### src/rtl/psr_cond_unit_pkg.sv
// Shared definitions for the PSR / condition-evaluation slice: flag bit
// positions inside the {Z,C,F,N,L} vector, default widths, the 16-entry
// condition-code enumeration and the output-register state constants.
package psr_cond_unit_pkg;

  localparam int FLAG_W_DEFAULT = 5;
  localparam int CC_W_DEFAULT   = 4;

  // Flag bit indices within the flag vector.
  localparam int FLAG_Z = 4;
  localparam int FLAG_C = 3;
  localparam int FLAG_F = 2;
  localparam int FLAG_N = 1;
  localparam int FLAG_L = 0;

  typedef enum logic [3:0] {
    CC_EQ = 4'd0,
    CC_NE = 4'd1,
    CC_CS = 4'd2,
    CC_CC = 4'd3,
    CC_HI = 4'd4,
    CC_LS = 4'd5,
    CC_GT = 4'd6,
    CC_LE = 4'd7,
    CC_FS = 4'd8,
    CC_FC = 4'd9,
    CC_LO = 4'd10,
    CC_HS = 4'd11,
    CC_LT = 4'd12,
    CC_GE = 4'd13,
    CC_UC = 4'd14,
    CC_NV = 4'd15
  } cond_code_e;

  // Output register occupancy.
  localparam logic [0:0] ST_EMPTY = 1'b0;
  localparam logic [0:0] ST_FULL  = 1'b1;

endpackage

### src/rtl/psr_cond_unit_cond_eval.sv
// Purely combinational condition evaluator: maps a flag vector and a
// condition code onto a single taken bit.
module cond_eval
  import psr_cond_unit_pkg::*;
#(
  parameter int FLAG_W = FLAG_W_DEFAULT,
  parameter int CC_W   = CC_W_DEFAULT
) (
  input  logic [FLAG_W-1:0] flags_i,
  input  logic [CC_W-1:0]   code_i,
  output logic              taken_o
);

  logic       flagZ;
  logic       flagC;
  logic       flagF;
  logic       flagN;
  logic       flagL;
  cond_code_e code;

  assign flagZ = flags_i[FLAG_Z];
  assign flagC = flags_i[FLAG_C];
  assign flagF = flags_i[FLAG_F];
  assign flagN = flags_i[FLAG_N];
  assign flagL = flags_i[FLAG_L];
  assign code  = cond_code_e'(code_i[3:0]);

  // Decode the condition code into the selected flag expression.
  always_comb begin
    taken_o = 1'b0;
    case (code)
      CC_EQ: taken_o = flagZ;
      CC_NE: taken_o = !flagZ;
      CC_CS: taken_o = flagC;
      CC_CC: taken_o = !flagC;
      CC_HI: taken_o = flagL;
      CC_LS: taken_o = !flagL;
      CC_GT: taken_o = flagN;
      CC_LE: taken_o = !flagN;
      CC_FS: taken_o = flagF;
      CC_FC: taken_o = !flagF;
      CC_LO: taken_o = !flagL && !flagZ;
      CC_HS: taken_o = flagL || flagZ;
      CC_LT: taken_o = !flagN && !flagZ;
      CC_GE: taken_o = flagN || flagZ;
      CC_UC: taken_o = 1'b1;
      CC_NV: taken_o = 1'b0;
      default: taken_o = 1'b0;
    endcase
  end

endmodule

### src/rtl/psr_cond_unit.sv
// Processor status register with masked flag writes and a condition
// evaluation pipeline stage behind a valid/ready handshake. Evaluation
// sees the flag value being written in the same cycle (forwarding).
// Optional interrupt shadow register enabled by defining PSR_SHADOW_EN;
// without it, save/restore are accepted but ignored.
module psr_cond_unit
  import psr_cond_unit_pkg::*;
#(
  parameter int FLAG_W = FLAG_W_DEFAULT,
  parameter int CC_W   = CC_W_DEFAULT
) (
  input  logic              clk,
  input  logic              rst_n,
  input  logic [FLAG_W-1:0] alu_flags,
  input  logic              flag_we,
  input  logic [FLAG_W-1:0] flag_mask,
  input  logic              cond_valid,
  output logic              cond_ready,
  input  logic [CC_W-1:0]   cond_code,
  output logic              taken_valid,
  input  logic              taken_ready,
  output logic              taken,
  output logic [FLAG_W-1:0] psr,
  input  logic              save,
  input  logic              restore
);

  logic [FLAG_W-1:0] psr_q;
  logic [FLAG_W-1:0] psr_d;
  logic [FLAG_W-1:0] psrWritten;
  logic [0:0]        state_q;
  logic [0:0]        state_d;
  logic              taken_q;
  logic              taken_d;
  logic              accept;
  logic              evalTaken;

  // Merge the ALU flags into the PSR only where the mask selects them.
  always_comb begin
    psrWritten = psr_q;
    if (flag_we) begin
      psrWritten = (psr_q & ~flag_mask) | (alu_flags & flag_mask);
    end
  end

`ifdef PSR_SHADOW_EN
  logic [FLAG_W-1:0] shadow_q;
  logic [FLAG_W-1:0] shadow_d;

  // Restore overrides any flag write; save captures the pre-update PSR so
  // a simultaneous save and restore swaps the two registers.
  always_comb begin
    psr_d    = restore ? shadow_q : psrWritten;
    shadow_d = save ? psr_q : shadow_q;
  end

  // Shadow register storage.
  always_ff @(posedge clk or negedge rst_n) begin
    if (!rst_n) begin
      shadow_q <= '0;
    end else begin
      shadow_q <= shadow_d;
    end
  end
`else
  logic unused_shadow_strobes;
  assign unused_shadow_strobes = save ^ restore;

  // Without a shadow register the next PSR is just the masked write.
  always_comb begin
    psr_d = psrWritten;
  end
`endif

  cond_eval #(
    .FLAG_W (FLAG_W),
    .CC_W   (CC_W)
  ) u_cond_eval (
    .flags_i (psr_d),
    .code_i  (cond_code),
    .taken_o (evalTaken)
  );

  assign taken_valid = (state_q == ST_FULL);
  assign cond_ready  = !taken_valid || taken_ready;
  assign accept      = cond_valid && cond_ready;
  assign taken       = taken_q;
  assign psr         = psr_q;

  // Single-entry output register: refill on acceptance, drain on ready.
  always_comb begin
    state_d = state_q;
    taken_d = taken_q;
    case (state_q)
      ST_EMPTY: begin
        if (accept) begin
          state_d = ST_FULL;
        end
      end
      ST_FULL: begin
        if (taken_ready && !accept) begin
          state_d = ST_EMPTY;
        end
      end
      default: state_d = ST_EMPTY;
    endcase
    if (accept) begin
      taken_d = evalTaken;
    end
  end

  // PSR, occupancy state and result registers.
  always_ff @(posedge clk or negedge rst_n) begin
    if (!rst_n) begin
      psr_q   <= '0;
      state_q <= ST_EMPTY;
      taken_q <= 1'b0;
    end else begin
      psr_q   <= psr_d;
      state_q <= state_d;
      taken_q <= taken_d;
    end
  end

endmodule

### config.mk
export PLATFORM = sky130hd
export DESIGN_NAME = psr_cond_unit
export DESIGN_NICKNAME = d
export VERILOG_FILES = /design/src/rtl/psr_cond_unit_pkg.sv /design/src/rtl/psr_cond_unit_cond_eval.sv /design/src/rtl/psr_cond_unit.sv
export SDC_FILE = /design/constraint.sdc
export NUM_CORES = 1
export LEC_CHECK = 0
export ABC_AREA = 1
export BUFFER_PORTS_ARGS = -buffer_cell sky130_fd_sc_hd__buf_2
export CAP_MARGIN = 20
export CORE_AREA = 4 4 41 43
export DETAILED_ROUTE_END_ITERATION = 10
export DIE_AREA = 0 0 45 47
export GPL_TIMING_DRIVEN = 0
export HOLD_SLACK_MARGIN = 0.12
export PLACE_DENSITY = 0.81
export SLEW_MARGIN = 0
export SYNTH_ARGS = -nofsm -noshare
export SYNTH_HDL_FRONTEND = slang
export SYNTH_SLANG_ARGS = --single-unit
### constraint.sdc
create_clock -name clk -period 1.5 [get_ports clk]
set_input_delay 0 -clock clk [delete_from_list [all_inputs] [get_ports clk]]
set_output_delay 0 -clock clk [all_outputs]
set_load 0.01 [all_outputs]
==> impl_results.md <==
- Post-CTS Resized: 0
- Post-synthesis instance area: 576 sq um
- Sum Neg Setup Slack: 0 ns
- Worst vdd ir: 0.371 mV
- Max-slew headroom: 85.2%
- Cts hold-fix bufs: 7
- Outcome: finished clean
- Vias per inst: 4.54
- Synth unique cells: 15
- Routed WL: 1.40 mm
- Worst setup SP type: input port
- Gpl congestion: 0.888
- DRC viols: 0
- CTS H-tree lvls: 1
- Dpl hpwl: 1.11 mm
- Clock Tree Buf Depth: 2
- Clock root cell: clkbuf_4
- Worst Hold Class: in -> async
- Final-report hold violation count: 0
- Starting Density: 44.2%
- Clock-pin slew on the worst setup and hold paths: 0.06 ns
- Detail Route Antenna Nets: 0
- Vias in the first global route: 619
- Clk_skew: 0.00675 ns
- Iter 0 DRT Violations: 29
- First-pass GRT wire length: 2.43 mm
- Critical Path RT: 1.64 ns
- DRT Pass-1 Iters: 4
- Total gr overflow: 0
- Portion of netlist area occupied by mux cells: 0%
- Initial antenna violation count: 0
- Adder-Cell Fraction of Synth Area: 0%
- Layout Cells excl Fill: 150
- Boundary Pins: 29
- Multi-input logic area: 299 sq um
- RSZ-0062 raised after global routing: no
- Post-CTS setup buffer count: 0
- Sequential cell area: 175 sq um
- Max-cap viol count: 0
- Power density cells: 743 nW/um^2
- Die W: 45 microns
- Critical Path Start: alu_flags[3]
- FF-to-FF Start: psr[3]$_DFF_PN0_
- # nets final: 157
- Cell total after placement: 139
- Die ar.: 2120 sq um
- Syn nets: 120
- Kind of critical path: in -> reg
- Slew @ Worst Pin: 0.222 ns
- Post-synthesis cell count: 99
- Synth Area in Simple Gates: 46.3%
- Final min period: 1.35 ns
- Wire length per cell: 9.33 microns
- Clk sink count: 7
- Fin. max-slew vios: 0
- Via count: 681
- Worst EP arrival: 1.49 ns
- Largest net degree at the start of global routing: 11
- YS warnings: 0
- Area growth syn-to-layout: 41.7%
- CP endpoint kind: flop
- Post-synthesis sequential area ratio: 30.4%
- LEAKAGE: 0.528 nW
- Final total power: 0.607 mW
- Worst skew pair latency: 0.24 ns
- Seq cells post-synth: 7
- Largest family of logic cells by synthesized area: simple AND/OR/NAND/NOR gates
- Fill count: 128
- Antenna diodes: 0
- Worst setup margin: 0.153 ns
- Layout cells sized above 1: 26.7%
- Pre-CTS WS: 0.341 ns
- Fin crit share: 89.8%
- Fmax: 0.742 GHz
- Die Ht: 47 microns
- Number of port buffers: 25
- Post-Synth XOR/XNOR Area: 0%
- Mapped Avg Cell Area: 5.81 sq um
- Tot GR Track Use: 15.6%
- Max FO, Critical Path: 2
- Setup-violating endpoint count in the final report: 0
- CTS tree: built
- FP Rows: 13
- Post-synthesis compound-gate area fraction: 5.65%
- Total CTS buffers: 3
- Core Footprint: 1300 sq um
## flip-flops by register name, indices dropped and copies added, names as in the netlist
name and cells:
taken 1, taken_valid 1, psr 5
## cells in the mapped netlist, drive strengths merged
master | instances | area (sq um)
nand2 | 39 | 151
inv | 24 | 90.1
nand3 | 11 | 60.1
nor2 | 9 | 33.8
dfrtp | 7 | 175
o21ai | 3 | 18.8
nand3b | 2 | 15.0
a21o | 1 | 8.76
a21oi | 1 | 5.00
buf | 1 | 11.3
or2 | 1 | 6.26
## final timing paths
path                       slack [ns]                 to  depth (start not counted)
max                              0.15   psr[3]$_DFF_PN0_                          6
min                              0.12   psr[1]$_DFF_PN0_                          2
max reg2reg                      0.26   psr[3]$_DFF_PN0_                          5
min reg2reg                      0.55  taken$_DFFE_PN0P_                          4
max in group asynchronous        1.22  taken$_DFFE_PN0P_                          2
min in group clk                 0.12   psr[2]$_DFF_PN0_                          4
## where the power goes
part	leakage [nW]	switching [mW]	total (mW)	internal (mW)
clock	0.0150	0.0656	0.167	0.101
combinational	0.436	0.118	0.212	0.0944
sequential	0.0771	0.0126	0.228	0.215
total	0.528	0.196	0.607	0.411
## critical path, cell delays in order
cell and delay, ns:
dlygate4sd3_1 0.54, buf_2 0.12, nand3b_1 0.16, nand2_1 0.08
dlygate4sd3_1 0.55, inv_1 0.04
## per-stage QoR
| stage | utilization, % | area (sq um) | hold slack [ns] |
|---|---|---|---|
| floorplan | - | 576 | -0.296 |
| global placement | 55.3 | 719 | -0.161 |
| detailed placement | 55.3 | 719 | -0.161 |
| CTS | 62.7 | 816 | 0.121 |
| global route | 62.7 | 816 | 0.152 |
| finish | 62.7 | 816 | 0.123 |
## cells in the final DEF (no fill, tap or decap)
cell type      synthesis  layout
nor2_1                 9       9
o21ai_0                2       2
o21ai_2                1       1
or2_2                  1       1
clkbuf_4               0       3
inv_1                 23      23
nand3_2                1       1
inv_2                  1       1
buf_2                  0      25
dfrtp_1                7       7
nand3b_1               2       2
a21oi_1                1       1
buf_6                  1       1
nand2_1               37      37
clkbuf_1               0       1
a21o_2                 1       1
nand2_2                2       2
dlygate4sd3_1          0       7
nand3_1               10      10
## cell families (layout without fill, tap and decap cells)
family                 Yosys count  after routing
AO/OA/AOI/OAI                    5              5
buffers and inverters           25             61
flip-flops                       7              7
AND/OR/NAND/NOR                 62             62
## routing by layer
layer	up-vias	part of all wire, %	track usage (%)
li1	364	-	-
met1	283	42	18.4
met2	32	49	28.8
met3	2	7.6	1.15
met4	0	2.0	7.02
met5	-	0	0
## area by class of cell
type / count / area share, %
tap: 15 / 2.30
inverter: 24 / 11.0
timing repair buffer: 32 / 23.9
sequential: 7 / 21.5
multi-input combinational: 67 / 36.7
clock buffer: 4 / 3.22
buffer: 1 / 1.38
Note: power is estimated with default switching activity, not from simulation.
